===== config.mk =====
export PLATFORM = sky130hd
export DESIGN_NAME = pwm_output_ctrl
export DESIGN_NICKNAME = d
export VERILOG_FILES = /design/src/rtl/pwm_output_ctrl.sv
export SDC_FILE = /design/constraint.sdc
export NUM_CORES = 1
export LEC_CHECK = 0
export ABC_AREA = 1
export BUFFER_PORTS_ARGS = -buffer_cell sky130_fd_sc_hd__buf_2
export CAP_MARGIN = 20
export CORE_MARGIN = 8
export CORE_UTILIZATION = 31
export CTS_CLUSTER_DIAMETER = 50
export DETAILED_ROUTE_END_ITERATION = 6
export PLACE_DENSITY = 0.58
export SLEW_MARGIN = 20
export SYNTH_ARGS = -nofsm -noshare
export SYNTH_HDL_FRONTEND = slang
export SYNTH_SLANG_ARGS = --single-unit

===== constraint.sdc =====
create_clock -name clk -period 1.6 [get_ports clk]
set_input_delay 0 -clock clk [delete_from_list [all_inputs] [get_ports clk]]
set_output_delay 0 -clock clk [all_outputs]
set_load 0.1 [all_outputs]

===== src/rtl/pwm_output_ctrl.sv =====
// pwm_output_ctrl: 16 registered pins, each forced low, forced high or driven by a shared 8-bit PWM.
// Define PWM_SYNC_UPDATE_EN to shadow the duty cycle and load it only when the PWM period wraps.
module pwm_output_ctrl #(
  parameter int CLK_DIV = 3000,
  parameter int DIV_W   = 12
) (
  input  logic        clk,
  input  logic        rst_n,
  input  logic [7:0]  en_reg_out_7_0,
  input  logic [7:0]  en_reg_out_15_8,
  input  logic [7:0]  en_reg_pwm_7_0,
  input  logic [7:0]  en_reg_pwm_15_8,
  input  logic [7:0]  pwm_duty_cycle,
  output logic [15:0] pin_out,
  output logic        pwm_period_start
);

  localparam logic [DIV_W-1:0] DIV_LAST = DIV_W'(CLK_DIV - 1);
  localparam logic [7:0]       CNT_LAST = 8'd254;

  logic [DIV_W-1:0] div_cnt;
  logic [7:0]       pwm_cnt;
  logic [7:0]       duty_active;
  logic             tick;
  logic             wrap;
  logic             pwm_sig;
  logic [15:0]      en_out;
  logic [15:0]      en_pwm;
  logic [15:0]      pin_next;

  assign tick = (div_cnt == DIV_LAST);
  assign wrap = tick && (pwm_cnt == CNT_LAST);

  always_ff @(posedge clk or negedge rst_n) begin
    if (!rst_n) begin
      div_cnt <= '0;
    end else if (tick) begin
      div_cnt <= '0;
    end else begin
      div_cnt <= div_cnt + DIV_W'(1);
    end
  end

  // The period counter stops at 254 so that a duty of 255 can mean "always on".
  always_ff @(posedge clk or negedge rst_n) begin
    if (!rst_n) begin
      pwm_cnt          <= '0;
      pwm_period_start <= 1'b0;
    end else begin
      pwm_period_start <= wrap;
      if (wrap) begin
        pwm_cnt <= '0;
      end else if (tick) begin
        pwm_cnt <= pwm_cnt + 8'd1;
      end
    end
  end

`ifdef PWM_SYNC_UPDATE_EN
  always_ff @(posedge clk or negedge rst_n) begin
    if (!rst_n) begin
      duty_active <= '0;
    end else if (wrap) begin
      duty_active <= pwm_duty_cycle;
    end
  end
`else
  assign duty_active = pwm_duty_cycle;
`endif

  assign pwm_sig = (duty_active == 8'hFF) | (pwm_cnt < duty_active);
  assign en_out  = {en_reg_out_15_8, en_reg_out_7_0};
  assign en_pwm  = {en_reg_pwm_15_8, en_reg_pwm_7_0};

  always_comb begin
    pin_next = '0;
    for (int i = 0; i < 16; i++) begin
      pin_next[i] = en_out[i] ? (en_pwm[i] ? pwm_sig : 1'b1) : 1'b0;
    end
  end

  always_ff @(posedge clk or negedge rst_n) begin
    if (!rst_n) begin
      pin_out <= '0;
    end else begin
      pin_out <= pin_next;
    end
  end

endmodule


==> flow_summary.ini, run 1 <==
[synthesis]
synth_largest_area_cell = dfrtp_1
post-synth-top-count-cell = nand2_1
synth-warning-count = 0
synthDominantCellAreaShare = 0.452
syn-num-nets = 292
post_synth.cell_area_avg_um2 = 8.54
ys_async_sr_fraction = 1.00
synth_compound_area_frac = 0.0324
synth_edf_count = 0
area_share_of_xor_xnor_cells_in_the_synthesized_design = 0.0171
synth-simple-area-share = 0.330
synth_top_cells_by_count = 52 x nand2_1, 43 x inv_1, 37 x dfrtp_1
distinct_cells_synth = 32
post_synthesis_cell_area_mm2 = 0.00205
netlist_instances = 240
synth_seq_cells = 37
leading_cell_types_by_total_area_after_synthesis = dfrtp_1 45%, nand2_1 9.5%, inv_1 7.9%
synth_sequential_area_ratio = 0.452
synth_top_family_by_area = simple AND/OR/NAND/NOR gates
dominantRegCellSynth = dfrtp_1
synth.area.mux_share = 0
post_synth_fa_ha_maj_area_fraction = 0.0611

[route]
totalWireLength_um = 5100
routedWlPerCell_um = 12.1
drt_iter0_markers = 71
detail-route-antenna-nets = 0
detailedRoute.firstPassIterationCount = 4
detail_routed_via_count_per_cell = 4.45
remaining_drc_errors = 0
routed_vias = 1875

[clocking]
worst_path_clk_slew_ps = 70
cts.htree.levels = 2
worstSkewPairLatency_ps = 280
cts.sink_count = 37
cts_buffer_depth = 2
cts_tree = done
cts-root-buf = clkbuf_8
cts-buffers-inserted = 5

[worst_setup_path]
critical_path.max_fanout = 8
worst-endpoint-required_ps = 1780
category_of_the_most_critical_setup_path = flop to flop
worst_setup_path_start_kind = flop
cp.arrival_ps = 1680
element_type_at_the_critical_path_end = flop

[place]
globalplace.congestion = 0.793
port_buffers = 58
dp_hpwl_um = 3500
dp.cells = 380

[floorplanning]
die-height_um = 97.3
core_area_mm2 = 0.00639
number_of_top_level_pins = 59
row_count = 29
initial_core_util = 0.321
die_area_mm2 = 0.00947
die_w_um = 97.3

[grt]
grt_pass1_wl_um = 9070
antenna_found_initial = 0
globalRouteTotalUtil = 0.113
grt-ovfl-total = 0
vias_in_the_first_global_route = 1984
largest_net_degree_at_the_start_of_global_routing = 38

[power]
power.density_cell_area_mw_per_mm2 = 671
static_leakage_uw = 0.00162
totalPowerFinal_uw = 1970
power.ir.vdd_worst_mv = 0.499

[timing]
clock_tree_skew_after_final_layout_ps = 5.11
timing.final.crit_share = 0.939
max_freq_mhz = 665
setup_viol = 0
slew_headroom = 0.665
fin_worst_hold_slack_ps = -0.275
rsz0062_at_grt = true
tightestPinTransition_ps = 505
hold_violations = 1
timing.final.crit_period_ps = 1500
final_max_slew_viol_count = 0

[layout]
fraction_of_final_layout_cells_with_drive_strength_greater_than_1 = 0.297
area_delta_synth_final_pct = 43.2
antenna_cells = 0
net_total_in_the_final_layout = 396
fillers = 636
final-instance-count-excl-fill = 421

[worst_hold_path]
min-delay-path-class = input port to flop

[status]
outcome = complete, but fails checks
failed_checks = hold timing

[run]
max_cap_violations = 0
==> cell families after synthesis <==
kind of cell | count (synthesis)
simple gates | 125
buf+inv | 52
flops | 37
compound gates | 12
fa+ha+maj | 10
xor+xnor | 4
==> through the flow <==
step	TNS (ps)	area, um2	worst slack [ps]	hold WS (ps)	utilization
6_report	0	2930	97.0	-0.275	0.459
5_1_grt	-6.89	2930	-6.89	16.4	0.459
4_1_cts	0	2900	11.5	5.55	0.454
3_5_place_dp	-12.6	2470	-12.6	89.5	0.387
3_3_place_gp	0	2470	82.6	88.0	0.387
2_1_floorplan	0	2050	124	-296	-
==> cells in the final DEF, fill, tap and decap left out, drive strengths merged <==
cell type    netlist  final
buf                3     67
nand2             55     56
inv               49     49
dfrtp             37     37
dlygate4sd3        0     32
nand3             30     30
nor2              18     18
ha                10     10
nor3               8      8
nand4              7      7
clkbuf             0      6
o21ai              5      5
xor2               4      4
a21oi              4      4
nand3b             3      3
nor4               2      2
or2                2      2
o31ai              1      1
a31oi              1      1
a21o               1      1
clkinvlp           0      1
==> power by group <==
| part | switching (uW) | internal (uW) | total [uW] |
|---|---|---|---|
| logic | 236 | 117 | 354 |
| registers | 5.12 | 955 | 961 |
| clock network | 315 | 340 | 655 |
==> routing by layer <==
metal / vias up / GRT usage / share of wire
li1: 967 / - / -
met1: 855 / 0.125 / 0.42
met2: 51 / 0.189 / 0.48
met3: 2 / 0.0512 / 0.091
met4: 0 / 0.0385 / 0.0092
met5: - / 0 / 0
==> worst paths after layout <==
| kind | cells past startpoint | end | slack (ps) | from |
|---|---|---|---|---|
| max reg2reg | 9 | pin_out[5] | 100 | pwm_cnt[5] |
| min in group asynchronous | 3 | pwm_cnt[3] | 300 | rst_n |
| min | 4 | pin_out[13] | -0.3 | en_reg_pwm_15_8[5] |
| max | 9 | pin_out[5] | 100 | pwm_cnt[5] |
| min reg2reg | 2 | div_cnt[0] | 570 | div_cnt[0] |
| max in group asynchronous | 3 | div_cnt[4] | 970 | rst_n |
==> worst max-delay path, stage by stage (launching register included) <==
cell	delay, ps
dfrtp_1	420
ha_4	290
a21oi_2	50
nor2_1	130
nor3_2	60
buf_4	150
nand2_4	100
nand3_1	90
nand2_1	80
inv_1	40
==> timing repair <==
| action | 4_1_cts | 5_1_grt |
|---|---|---|
| gates cloned | 1 | 0 |
| endpoints found under the hold margin | 53 | 0 |
| hold buffers | 32 | 0 |
| setup buffers | 1 | 0 |
| resized for setup | 2 | 6 |
| endpoints found under the setup margin | 16 | 18 |
| pin swaps | 2 | 1 |
==> sequential cells by signal, summed over array words and instances (netlist names) <==
register / cells
div_cnt: 12
pin_out: 16
pwm_cnt: 8
pwm_period_start: 1
==> area by class of cell <==
cell class,instances,area (um2),share of cell area
tap,77,96.3,0.0328
clock buffer,6,82.6,0.0281
multi-input combinational,152,947,0.323
timing repair buffer,99,691,0.235
clock inverter,1,7.51,0.00256
sequential,37,926,0.316
inverter,49,184,0.0627
Power figures use the tool's default switching activity.
==> run 2: changes to the inputs <==
- CORE_MARGIN: 8 -> 2
- MAX_ROUTING_LAYER: unset -> met4
- clock period: 1.6 -> 1.86 ns (I/O delays scaled with it)
==> flow_summary.ini, run 2 (synthesis results as in run 1) <==
[layout]
regMostFlops = pin_out
largestRegisters = pin_out x16, div_cnt x12, pwm_cnt x8
fillers = 624
final-instance-count-excl-fill = 414
antenna_cells = 0
largest_reg_flops = 16
final_common_cell = buf_2
net_total_in_the_final_layout = 388
most-common-layout-cells = 58 x buf_2, 53 x nand2_1, 43 x inv_1, 37 x dfrtp_1, 33 x dlygate4sd3_1
area_delta_synth_final_pct = 39.1
fraction_of_final_layout_cells_with_drive_strength_greater_than_1 = 0.267

[place]
dp_hpwl_um = 3050
port_buffers = 58
dp.cells = 372
dp_slack_ps = 231
globalplace.congestion = 0.802

[route]
detail_routed_via_count_per_cell = 4.46
routedWlPerCell_um = 11.7
detailedRoute.firstPassIterationCount = 4
detailroute.wirelength.met3_um = 269
drt_iter0_markers = 92
totalWireLength_um = 4840
routed_vias = 1848
detailroute.wirelength.met2_um = 2380
detail-route-antenna-nets = 0
wirelength_met1_um = 2130
topRoutingLayerUsed = met4
remaining_drc_errors = 0

[worst_setup_path]
worstRegToRegCells = 8
cp.arrival_ps = 1980
category_of_the_most_critical_setup_path = flop to flop
reg2reg_end = pin_out[3]
worst_setup_path_start_kind = flop
worst-r2r-setup-slack_ps = 120
element_type_at_the_critical_path_end = flop
critical_path.max_fanout = 8
crit_start = pwm_cnt[5]
timing.critical_path.to = pin_out[3]
worst-endpoint-required_ps = 2100
critical_path.reg2reg.startpoint = pwm_cnt[5]

[grt]
grt-ovfl-total = 0
grt_pass1_wl_um = 8290
globalRouteTotalUtil = 0.146
largest_net_degree_at_the_start_of_global_routing = 38
antenna_found_initial = 0
vias_in_the_first_global_route = 1876

[clocking]
cts.htree.levels = 2
cts-root-buf = clkbuf_8
cts-buffers-inserted = 5
worst_path_clk_slew_ps = 80
cts_buffer_depth = 2
postCtsSetupBuffers = 0
worstSkewPairLatency_ps = 300
cts_tree = done
cts.sink_count = 37

[timing]
hold_violations = 0
final_max_slew_viol_count = 0
tightestPinTransition_ps = 831
timing.final.crit_share = 0.936
postLayoutSetupSlackWorst_ps = 119
totalNegativeSetupSlack_ps = 0
slew_headroom = 0.446
fin_worst_hold_slack_ps = 357
rsz0062_at_grt = false
timing.final.crit_period_ps = 1740
max_freq_mhz = 575
clock_tree_skew_after_final_layout_ps = 14.7
setup_viol = 0

[worst_hold_path]
min-delay-path-class = input port to async pin

[floorplanning]
core_area_mm2 = 0.00639
die_area_mm2 = 0.00728
row_count = 29
die_w_um = 85.3
die-height_um = 85.3
initial_core_util = 0.321
number_of_top_level_pins = 59

[power]
power.density_cell_area_mw_per_mm2 = 646
power.ir.vdd_worst_mv = 0.315
static_leakage_uw = 0.00158

[run]
max_cap_violations = 0

[status]
outcome = finished clean
run 2: metrics by stage:
stage | util | power, uW | instance area (um2)
after floorplan | - | 1010 | 2050
after global placement | 0.376 | 1090 | 2400
after detailed placement | 0.376 | 1090 | 2400
after CTS | 0.445 | 1860 | 2840
after global routing | 0.446 | 1910 | 2850
final | 0.446 | 1840 | 2850
run 2: repair_timing:
action	in CTS	in global routing
hold buffers	33	0
endpoints found under the setup margin	0	8
endpoints found under the hold margin	53	0
resized for setup	0	1
run 2: routing by layer:
layer	up-vias	global-route usage
li1	952	-
met5	-	-
met4	0	0.0433
met3	7	0.0379
met1	834	0.174
met2	55	0.243
run 2: worst max-delay path, cell delays in order (launching register included):
cell	delay, ps
dfrtp_1	420
ha_1	310
a21oi_1	160
nor2_1	70
nor3_2	230
nand2_1	270
nand3_1	130
nand2_1	60
inv_1	50
run 2: how the worst min path moves through the flow:
stage,start,endpoint,slack (ps),cells after the start
3_3_place_gp,rst_n,pwm_cnt[2],160,1
4_1_cts,pwm_duty_cycle[2],pin_out[13],370,7
5_1_grt,rst_n,pin_out[12],440,2
6_report,rst_n,pwm_cnt[5],360,2
2_1_floorplan,rst_n,div_cnt[0],-300,0
3_5_place_dp,rst_n,pwm_cnt[2],160,1
run 2: where the power goes:
group	leakage, uW	switching, uW	internal (uW)
sequential	0.000466	4.22	821
combinational	0.00106	203	100
clock	0.0000585	310	402
run 2: cell type report:
class	count	area, um2	share of cell area
Sequential cell	37	926	0.325
Multi-Input combinational cell	152	911	0.320
Timing Repair Buffer	91	621	0.218
Inverter	49	184	0.0645
Tap cell	77	96.3	0.0338
Clock buffer	5	68.8	0.0241
Clock inverter	3	43.8	0.0154
